`src/rtl/regfile_dump_if.sv`:
```
// Output stream of the register-file dump engine: one (index, value) word per transfer.
// A word moves on every rising edge where out_valid && out_ready; the master holds it stable until then.
interface regfile_dump_if #(
    parameter int DATA_W = 32
);
    logic              out_valid;
    logic              out_ready;
    logic [4:0]        out_addr;
    logic [DATA_W-1:0] out_data;
    logic              out_last;

    modport master (
        output out_valid,
        output out_addr,
        output out_data,
        output out_last,
        input  out_ready
    );

    modport slave (
        input  out_valid,
        input  out_addr,
        input  out_data,
        input  out_last,
        output out_ready
    );
endinterface

```
`src/rtl/regfile_dump.sv`:
```
// Debug readout engine: walks regfile read port 1 from FIRST_REG to x31 and streams
// each (index, value) word out; done pulses once after the last word or an abort.
module regfile_dump #(
    parameter int FIRST_REG = 1,
    parameter int DATA_W    = 32
) (
    input  logic              clk,
    input  logic              reset,
    input  logic              start,
    input  logic              abort,
    output logic              busy,
    output logic              done,
    output logic [4:0]        rf_a,
    input  logic [DATA_W-1:0] rf_rd,
    output logic [1:0]        dbg_state,
    regfile_dump_if.master    dump
);
    typedef enum logic [1:0] {
        IDLE    = 2'd0,
        FETCH   = 2'd1,
        PRESENT = 2'd2,
        DONE    = 2'd3
    } state_t;

    localparam logic [4:0] FIRST = 5'(FIRST_REG);
    localparam logic [4:0] LAST  = 5'd31;

    state_t     state;
    logic [4:0] idx;

    assign dbg_state = state;

    always_ff @(posedge clk) begin
        if (reset) begin
            state          <= IDLE;
            idx            <= 5'd0;
            rf_a           <= 5'd0;
            busy           <= 1'b0;
            done           <= 1'b0;
            dump.out_valid <= 1'b0;
            dump.out_addr  <= 5'd0;
            dump.out_data  <= '0;
            dump.out_last  <= 1'b0;
        end else begin
            case (state)
                IDLE: begin
                    if (start) begin
                        idx   <= FIRST;
                        rf_a  <= FIRST;
                        busy  <= 1'b1;
                        state <= FETCH;
                    end
                end
                FETCH: begin
                    if (abort) begin
                        done  <= 1'b1;
                        state <= DONE;
                    end else begin
                        // Regfile read is combinational, so this edge is the snapshot point for idx.
                        dump.out_data  <= rf_rd;
                        dump.out_addr  <= idx;
                        dump.out_last  <= (idx == LAST);
                        dump.out_valid <= 1'b1;
                        state          <= PRESENT;
                    end
                end
                PRESENT: begin
                    // Abort wins over a coincident handshake; that word is treated as undelivered.
                    if (abort) begin
                        dump.out_valid <= 1'b0;
                        done           <= 1'b1;
                        state          <= DONE;
                    end else if (dump.out_ready) begin
                        dump.out_valid <= 1'b0;
                        if (idx == LAST) begin
                            done  <= 1'b1;
                            state <= DONE;
                        end else begin
                            idx   <= idx + 5'd1;
                            rf_a  <= idx + 5'd1;
                            state <= FETCH;
                        end
                    end
                end
                DONE: begin
                    done  <= 1'b0;
                    busy  <= 1'b0;
                    rf_a  <= 5'd0;
                    state <= IDLE;
                end
                default: state <= IDLE;
            endcase
        end
    end
endmodule

```
`src/flat_wrapper.sv`:
```
// flat-port wrapper written by rule: the top's interface ports become plain ports
module regfile_dump_flat 
#(
    parameter int FIRST_REG = 1,
    parameter int DATA_W    = 32
)
  (clk, reset, start, abort, busy, done, rf_a, rf_rd, dbg_state, dump_out_valid, dump_out_addr, dump_out_data, dump_out_last, dump_out_ready);
  regfile_dump_if #(.DATA_W(DATA_W)) dump_i ();
  input  logic clk;
  input  logic reset;
  input  logic start;
  input  logic abort;
  output logic busy;
  output logic done;
  output logic [4:0] rf_a;
  input  logic [DATA_W-1:0] rf_rd;
  output logic [1:0] dbg_state;
  output wire logic [$bits(dump_i.out_valid)-1:0] dump_out_valid;
  output wire logic [$bits(dump_i.out_addr)-1:0] dump_out_addr;
  output wire logic [$bits(dump_i.out_data)-1:0] dump_out_data;
  output wire logic [$bits(dump_i.out_last)-1:0] dump_out_last;
  input wire logic [$bits(dump_i.out_ready)-1:0] dump_out_ready;
  assign dump_out_valid = dump_i.out_valid;
  assign dump_out_addr = dump_i.out_addr;
  assign dump_out_data = dump_i.out_data;
  assign dump_out_last = dump_i.out_last;
  assign dump_i.out_ready = dump_out_ready;
  regfile_dump #(.FIRST_REG(FIRST_REG), .DATA_W(DATA_W)) u_core (.clk(clk), .reset(reset), .start(start), .abort(abort), .busy(busy), .done(done), .rf_a(rf_a), .rf_rd(rf_rd), .dbg_state(dbg_state), .dump(dump_i));
endmodule
```
`config.mk`:
```
export PLATFORM = sky130hd
export DESIGN_NAME = regfile_dump_flat
export DESIGN_NICKNAME = d
export VERILOG_FILES = /design/src/rtl/regfile_dump_if.sv /design/src/rtl/regfile_dump.sv /design/src/flat_wrapper.sv
export SDC_FILE = /design/constraint.sdc
export NUM_CORES = 1
export LEC_CHECK = 0
export BUFFER_PORTS_ARGS = -buffer_cell sky130_fd_sc_hd__buf_2
export CORE_MARGIN = 2
export CORE_UTILIZATION = 45
export DETAILED_ROUTE_END_ITERATION = 10
export HOLD_SLACK_MARGIN = 0.12
export PLACE_DENSITY_LB_ADDON = 0.12
export SLEW_MARGIN = 15
export SYNTH_ARGS = -nofsm -noshare
export SYNTH_HDL_FRONTEND = slang
export SYNTH_SLANG_ARGS = --single-unit
```
`constraint.sdc`:
```
create_clock -name clk -period 3.2 [get_ports clk]
set_input_delay 0.16 -clock clk [delete_from_list [all_inputs] [get_ports clk]]
set_output_delay 0.16 -clock clk [all_outputs]
set_load 0.005 [all_outputs]
```
==> results.toml, run 1 <==
[outcome]
status = "finished, final reports clean"

[sta]
hold_ws_ns = 0.218
setup_violations = 0
min_period_ns = 2.05
timing.final.crit_share_pct = 63.9
drv_slew = 0
fmax_mhz = 489
worst_pin_slew_ns = 0.715
hold_viol_final = 0
setup_tns_ns = 0
timing.slew.headroom_pct = 52.3
grt_setup_unrepaired = "false"
finalClockSkew_ns = 0.00330

[critical_path]
cp_num_buf_inv = 0
worstPathArrival_ns = 2.23
cp_data_required_time_ns = 3.38
worst-path-max-fanout = 10
crit_path_end_kind = "flip-flop"
slowest_stage = "nor3b_4"
slowest_delay_ns = 0.39
criticalPathCategory = "flip-flop to flip-flop"
cp-start-kind = "flip-flop"
path_cells = "ha_1 -> and3_1 -> ha_1 -> nor3b_4 -> nand3_1 -> mux2_1"
crit_path_frequent_cell = "ha_1"
critical-path-top-delay-family = "simple AND/OR/NAND/NOR gates"

[die]
core_area_sq_um = 4410
die_h_microns = 72.3
die_w_microns = 72.3
ios = 85
dieArea_sq_um = 5230
initial_utilization_pct = 47.6
rows = 24

[worst_hold_path]
min_path_type = "primary input to flip-flop"

[global_route]
grt_max_degree = 44
track_usage_pct = 19.6
grt_pass1_wl_microns = 8210
overflow = 0
antenna_found_initial = 0
grt_pass1_vias = 1809

[flow_run]
maxCapViolCount = 0

[cts]
cts_hold_buf = 32
cts_sinks = 53
cts.repair.resized = 0
cts_buffer_depth = 2
cts_buffers = 5
clk_pin_slew_ns = 0.09
worst_skew_pair.late_latency_ns = 0.29
htreeDepth = 2
cts_setup_buffers = 0
clock-root-buffer = "clkbuf_8"
cts_tree = "built"

[placed_design]
gp_congestion = 0.788
portBuffers = 84
placed_area_sq_um = 2490
dp_hpwl_microns = 3190

[logic_synthesis]
synth-seq-cells = 53
synth_top_cell_by_area = "dfxtp_1"
yosys.area_share.simple_pct = 23.9
syn_nets = 288
ys_seq_area_share_pct = 50.5
synth_xor_area_share_pct = 0.834
syn_inst = 248
netlist_area_sq_um = 2100
synth_top_family_by_area = "simple AND/OR/NAND/NOR gates"
async_reset_ff_share_pct = 0
yosys-mux-area-fraction_pct = 0.536
ys_warn_count = 0
synthAdderAreaFrac_pct = 1.79
ys_types = 37
synth.cells.most_frequent = "nand2_1 (79), dfxtp_1 (53), a21oi_1 (44)"
synth_compound_area_share_pct = 16.7
synth_edf_count = 0
synth_flop_cell = "dfxtp_1"
yosysMostFrequentCell = "nand2_1"
synth.avg_cell_area_sq_um = 8.47
synth_area_leaders = "dfxtp_1 (51%), nand2_1 (14%), a21oi_1 (10%)"
synth_top_cell_area_share_pct = 50.5

[final_layout]
drive_gt1_share_pct = 27.2
layout.nets = 395
area_growth_syn_to_layout_pct = 37.9
num_antenna_cells = 0
final_util_pct = 65.6
final_area_sq_um = 2900

[pwr]
p_total_uw = 1270
p_leak_uw = 0.00127
ir_worst_vdd_mv = 0.330
pwr_density_cell_nw_per_um2 = 438

[route]
firstDrtPassIters = 4
drc = 0
vias = 1991
ant_nets = 0
post_drt_wl_per_cell_microns = 12.7
viasPerCell = 4.88
wl_microns = 5170
drt_iter0_markers = 82
-- path summary, 6_finish.rpt --
| check | from | endpoint | slack [ns] | cells after the start |
|---|---|---|---|---|
| max | u_core.idx[0]$_SDFFE_PP0P_ | u_core.idx[2]$_SDFFE_PP0P_ | 1.15 | 6 |
| max reg2reg | u_core.idx[0]$_SDFFE_PP0P_ | u_core.idx[2]$_SDFFE_PP0P_ | 1.15 | 6 |
| min reg2reg | u_core.dump.out_data[26]$_SDFFE_PP0P_ | u_core.dump.out_data[26]$_SDFFE_PP0P_ | 0.45 | 2 |
| min | start | u_core.dbg_state[0]$_SDFFE_PP0P_ | 0.22 | 3 |
-- cell usage in the layout (no fill, tap or decap), drive strengths merged, types with 3 or more instances in the layout --
master       synthesis  final
nand2b               8      8
nand3                4      4
nor3b                4      4
clkbuf               6      7
a21oi               44     44
dfxtp               53     53
nand2               79     79
o22ai                4      4
dlygate4sd3          0     32
nor2                 4      4
buf                 12     86
ha                   3      3
-- state kept, by name, indices dropped and copies added (netlist names) --
register and cells:
u_core.dump.out_addr 5, u_core.rf_a 5, u_core.dump.out_data 32, u_core.idx 5, u_core.busy 1, u_core.dbg_state 2
u_core.dump.out_valid 1, u_core.done 1, u_core.dump.out_last 1
-- routing by layer --
metal  track usage, %  vias to the layer above  wire, microns
li1                 -                     1046              -
met4             4.40                        0             25
met3             3.89                        2            324
met1             24.8                      880           2350
met5                0                        -              0
met2             34.3                       63           2460
-- cell type report --
class	count	area, sq um
clock buffer	7	76.3
fill	398	1520
sequential	53	1060
multi-input combinational	176	927
timing repair buffer	118	756
inverter	1	3.75
clock inverter	1	7.51
tap	52	65.1
-- metrics by stage --
stage,setup slack (ns),cells
global route,1.01,408
global placement,1.25,368
detailed placement,1.15,368
finish,1.15,408
floorplan,1.35,248
CTS,1.14,408
-- worst min-delay path, cell delays in order --
cell and delay, ns:
buf_2 0.11, nor3_1 0.11, a2111oi_0 0.08
-- kinds of logic (layout without fill, tap and decap cells) --
family	Yosys count	after routing
simple gates	109	109
compound gates	61	61
flops	53	53
buf+inv	19	127
fa+ha+maj	3	3
xor+xnor	2	2
mux	1	1
-- power breakdown --
| part | leakage (uW) | internal [uW] | switching [uW] | total, uW |
|---|---|---|---|---|
| clock network | 0.0000385 | 155 | 204 | 359 |
| logic | 0.000799 | 99.7 | 94.0 | 194 |
| registers | 0.000431 | 690 | 25.8 | 716 |
(Power assumes the default switching activity.)
==> run 2, diff against run 1 <==
--- a/config.mk
+++ b/config.mk
@@ -5,6 +5,7 @@
 export SDC_FILE = /design/constraint.sdc
 export NUM_CORES = 1
 export LEC_CHECK = 0
+export ABC_AREA = 1
 export BUFFER_PORTS_ARGS = -buffer_cell sky130_fd_sc_hd__buf_2
 export CORE_MARGIN = 2
 export CORE_UTILIZATION = 45
==> constraint.sdc (replaced) <==
create_clock -name clk -period 2.1 [get_ports clk]
set_input_delay 0.105 -clock clk [delete_from_list [all_inputs] [get_ports clk]]
set_output_delay 0.105 -clock clk [all_outputs]
set_load 0.005 [all_outputs]
==> run 2 against run 1 <==
Against the previous run:
- register-to-register slack worse by 0.86 ns
- combinational power rose to 2.5 times the previous value
- critical path depth up 4
- clock skew up 0.0024 ns
- via count up 11%
- final cell count up 10%
- worst setup slack worse by 0.86 ns
- area after synthesis up 3.5%
- clock power up 64%
- die area up 3.3%
- critical path type unchanged
- largest power group unchanged
==> results.toml, run 2 <==
[logic_synthesis]
synth.avg_cell_area_sq_um = 7.52
synth_edf_count = 0
ys_types = 25
synth.cells.most_frequent = "nand2_1 (69), dfxtp_1 (53), a21oi_1 (43)"
ys_warn_count = 0
syn_nets = 329
async_reset_ff_share_pct = 0
synth_top_cell_by_area = "dfxtp_1"
ys_seq_area_share_pct = 48.8
netlist_area_sq_um = 2170
synth_area_leaders = "dfxtp_1 (49%), nand2_1 (12%), a21oi_1 (9.9%)"
synth_top_cell_area_share_pct = 48.8
yosysMostFrequentCell = "nand2_1"
synth-seq-cells = 53
synth_flop_cell = "dfxtp_1"
syn_inst = 289

[worst_hold_path]
hold_depth = 4
min_to = "u_core.dump.out_valid$_SDFFE_PP0P_"
min_from = "dump_out_ready"
min_path_type = "primary input to flip-flop"

[final_layout]
final_util_pct = 63.8
layout_common_cells = "buf_2 (84), nand2_1 (69), dfxtp_1 (53), a21oi_1 (43), nand3_1 (41)"
drive_gt1_share_pct = 26.0
largest_register = "u_core.dump.out_data"
num_antenna_cells = 0
layout.nets = 436
seqCellArea_sq_um = 1060
largest_reg_flops = 32
multi_input_area_sq_um = 925
fillers = 440
area_growth_syn_to_layout_pct = 37.6
final_common_cell = "buf_2"

[cts]
clk_pin_slew_ns = 0.10
cts_buffer_depth = 2
cts_tree = "built"
cts_setup_buffers = 0
htreeDepth = 2
worst_skew_pair.late_latency_ns = 0.30
clock-root-buffer = "clkbuf_8"
cts_sinks = 53
cts_buffers = 5

[critical_path]
cp-start-kind = "flip-flop"
ff2ff_setup_slack_ns = 0.29
worst-path-max-fanout = 11
r2r_start = "u_core.idx[0]$_SDFFE_PP0P_"
reg2regPathDepth = 10
r2r_end = "u_core.rf_a[3]$_SDFFE_PP0P_"
criticalPathCategory = "flip-flop to flip-flop"
worstPathArrival_ns = 2.01
cp_data_required_time_ns = 2.31
crit_path_end_kind = "flip-flop"

[die]
core_area_sq_um = 4690
ios = 85
dieArea_sq_um = 5400
rows = 25
die_w_microns = 73.5
die_h_microns = 73.5
initial_utilization_pct = 46.3

[sta]
timing.final.crit_share_pct = 86.0
min_period_ns = 1.81
setup_tns_ns = 0
fmax_mhz = 553
hold_viol_final = 0
timing.slew.headroom_pct = 51.7
drv_slew = 0
setup_violations = 0
worst_pin_slew_ns = 0.722
finalClockSkew_ns = 0.00569
grt_setup_unrepaired = "false"

[global_route]
track_usage_pct = 20.7
grt_pass1_wl_microns = 8900
grt_pass1_vias = 1969
overflow = 0
antenna_found_initial = 0
grt_max_degree = 40

[flow_run]
maxCapViolCount = 0

[pwr]
pwr_density_cell_nw_per_um2 = 744
p_leak_uw = 0.00139
ir_worst_vdd_mv = 0.521

[route]
drt_iter0_markers = 142
drc = 0
viasPerCell = 4.91
post_drt_wl_per_cell_microns = 12.5
vias = 2211
ant_nets = 0
wl_microns = 5610
firstDrtPassIters = 4

[placed_design]
gp_congestion = 0.723
portBuffers = 84
dp_hpwl_microns = 3370

[outcome]
status = "finished, final reports clean"
-- run 2: cell types whose count changed after synthesis, moves of 3 or more --
cell | before | now
clkbuf_1 | 6 | 9
inv_1 | 1 | 17
inv_2 | 0 | 3
nand2_1 | 79 | 69
nand2b_1 | 8 | 0
nand3_1 | 4 | 41
nor2_1 | 4 | 23
o22ai_1 | 4 | 0
-- run 2: stage by stage --
stage | area (sq um) | setup WS, ns | power [uW] | hold slack (ns) | instances
6_report | 2990 | 0.293 | 2220 | 0.181 | 450
5_1_grt | 2990 | 0.0799 | 2350 | 0.217 | 450
4_1_cts | 2990 | 0.285 | 2240 | 0.176 | 450
3_5_place_dp | 2570 | 0.302 | 1610 | 0.380 | 410
3_3_place_gp | 2570 | 0.366 | 1600 | 0.374 | 410
2_1_floorplan | 2170 | 0.527 | 1470 | 0.248 | 289
-- run 2: how the worst max path moves through the flow --
stage	startpoint	end	slack, ns	depth (start not counted)
3_3_place_gp	u_core.idx[0]$_SDFFE_PP0P_	u_core.rf_a[1]$_SDFFE_PP0P_	0.37	10
5_1_grt	u_core.idx[0]$_SDFFE_PP0P_	u_core.rf_a[3]$_SDFFE_PP0P_	0.08	10
2_1_floorplan	u_core.idx[0]$_SDFFE_PP0P_	u_core.idx[0]$_SDFFE_PP0P_	0.53	9
3_5_place_dp	u_core.idx[0]$_SDFFE_PP0P_	u_core.rf_a[2]$_SDFFE_PP0P_	0.30	10
6_report	u_core.idx[0]$_SDFFE_PP0P_	u_core.rf_a[3]$_SDFFE_PP0P_	0.29	10
4_1_cts	u_core.idx[0]$_SDFFE_PP0P_	u_core.rf_a[2]$_SDFFE_PP0P_	0.29	10
-- run 2: cells by family (layout without fill, tap and decap cells) --
kind of cell | Yosys count | count (layout) | synth area share [%]
flops | 53 | 53 | 48.8
fa+ha+maj | 3 | 3 | 1.73
buf+inv | 40 | 147 | 8.69
compound gates | 50 | 50 | 11.8
simple gates | 143 | 143 | 29.0
-- run 2: power by group --
part	total, uW	leakage (uW)	switching [uW]	internal (uW)
logic	489	0.000918	281	208
clock network	588	0.0000433	326	261
registers	1150	0.000432	60.1	1090
total	2220	0.00139	668	1560
-- run 2: area by class of cell --
| type | instances | area share (%) |
|---|---|---|
| well taps | 54 | 2.26 |
| flip-flops and latches | 53 | 35.5 |
| clock inverters | 1 | 0.251 |
| repair buffers | 120 | 25.8 |
| multi-input cells | 196 | 30.9 |
| clock buffers | 6 | 2.76 |
| inverters | 20 | 2.51 |
-- run 2: critical path: stages (launching register included) --
cell     delay (ns)
dfxtp_1        0.36
ha_1           0.22
nand2_1        0.10
nor2_1         0.07
ha_1           0.19
a21oi_1        0.17
nand3_2        0.25
nand2_4        0.19
nand2_1        0.06
nand2_1        0.06
nor2_1         0.05
-- run 2: what timing repair did --
action | 4_1_cts | 5_1_grt
hold buffers | 33 | 0
setup endpoints to repair | 0 | 0
gates resized for setup | 0 | 0
endpoints found under the hold margin | 33 | 0
-- run 2: routing by layer --
metal / global-route usage [%] / part of all wire, % / vias to the layer above
met2: 36.1 / 49 / 62
met1: 25.9 / 45 / 998
met5: 0 / 0 / -
met4: 4.65 / 0.70 / 0
li1: - / - / 1146
met3: 4.66 / 5.3 / 5
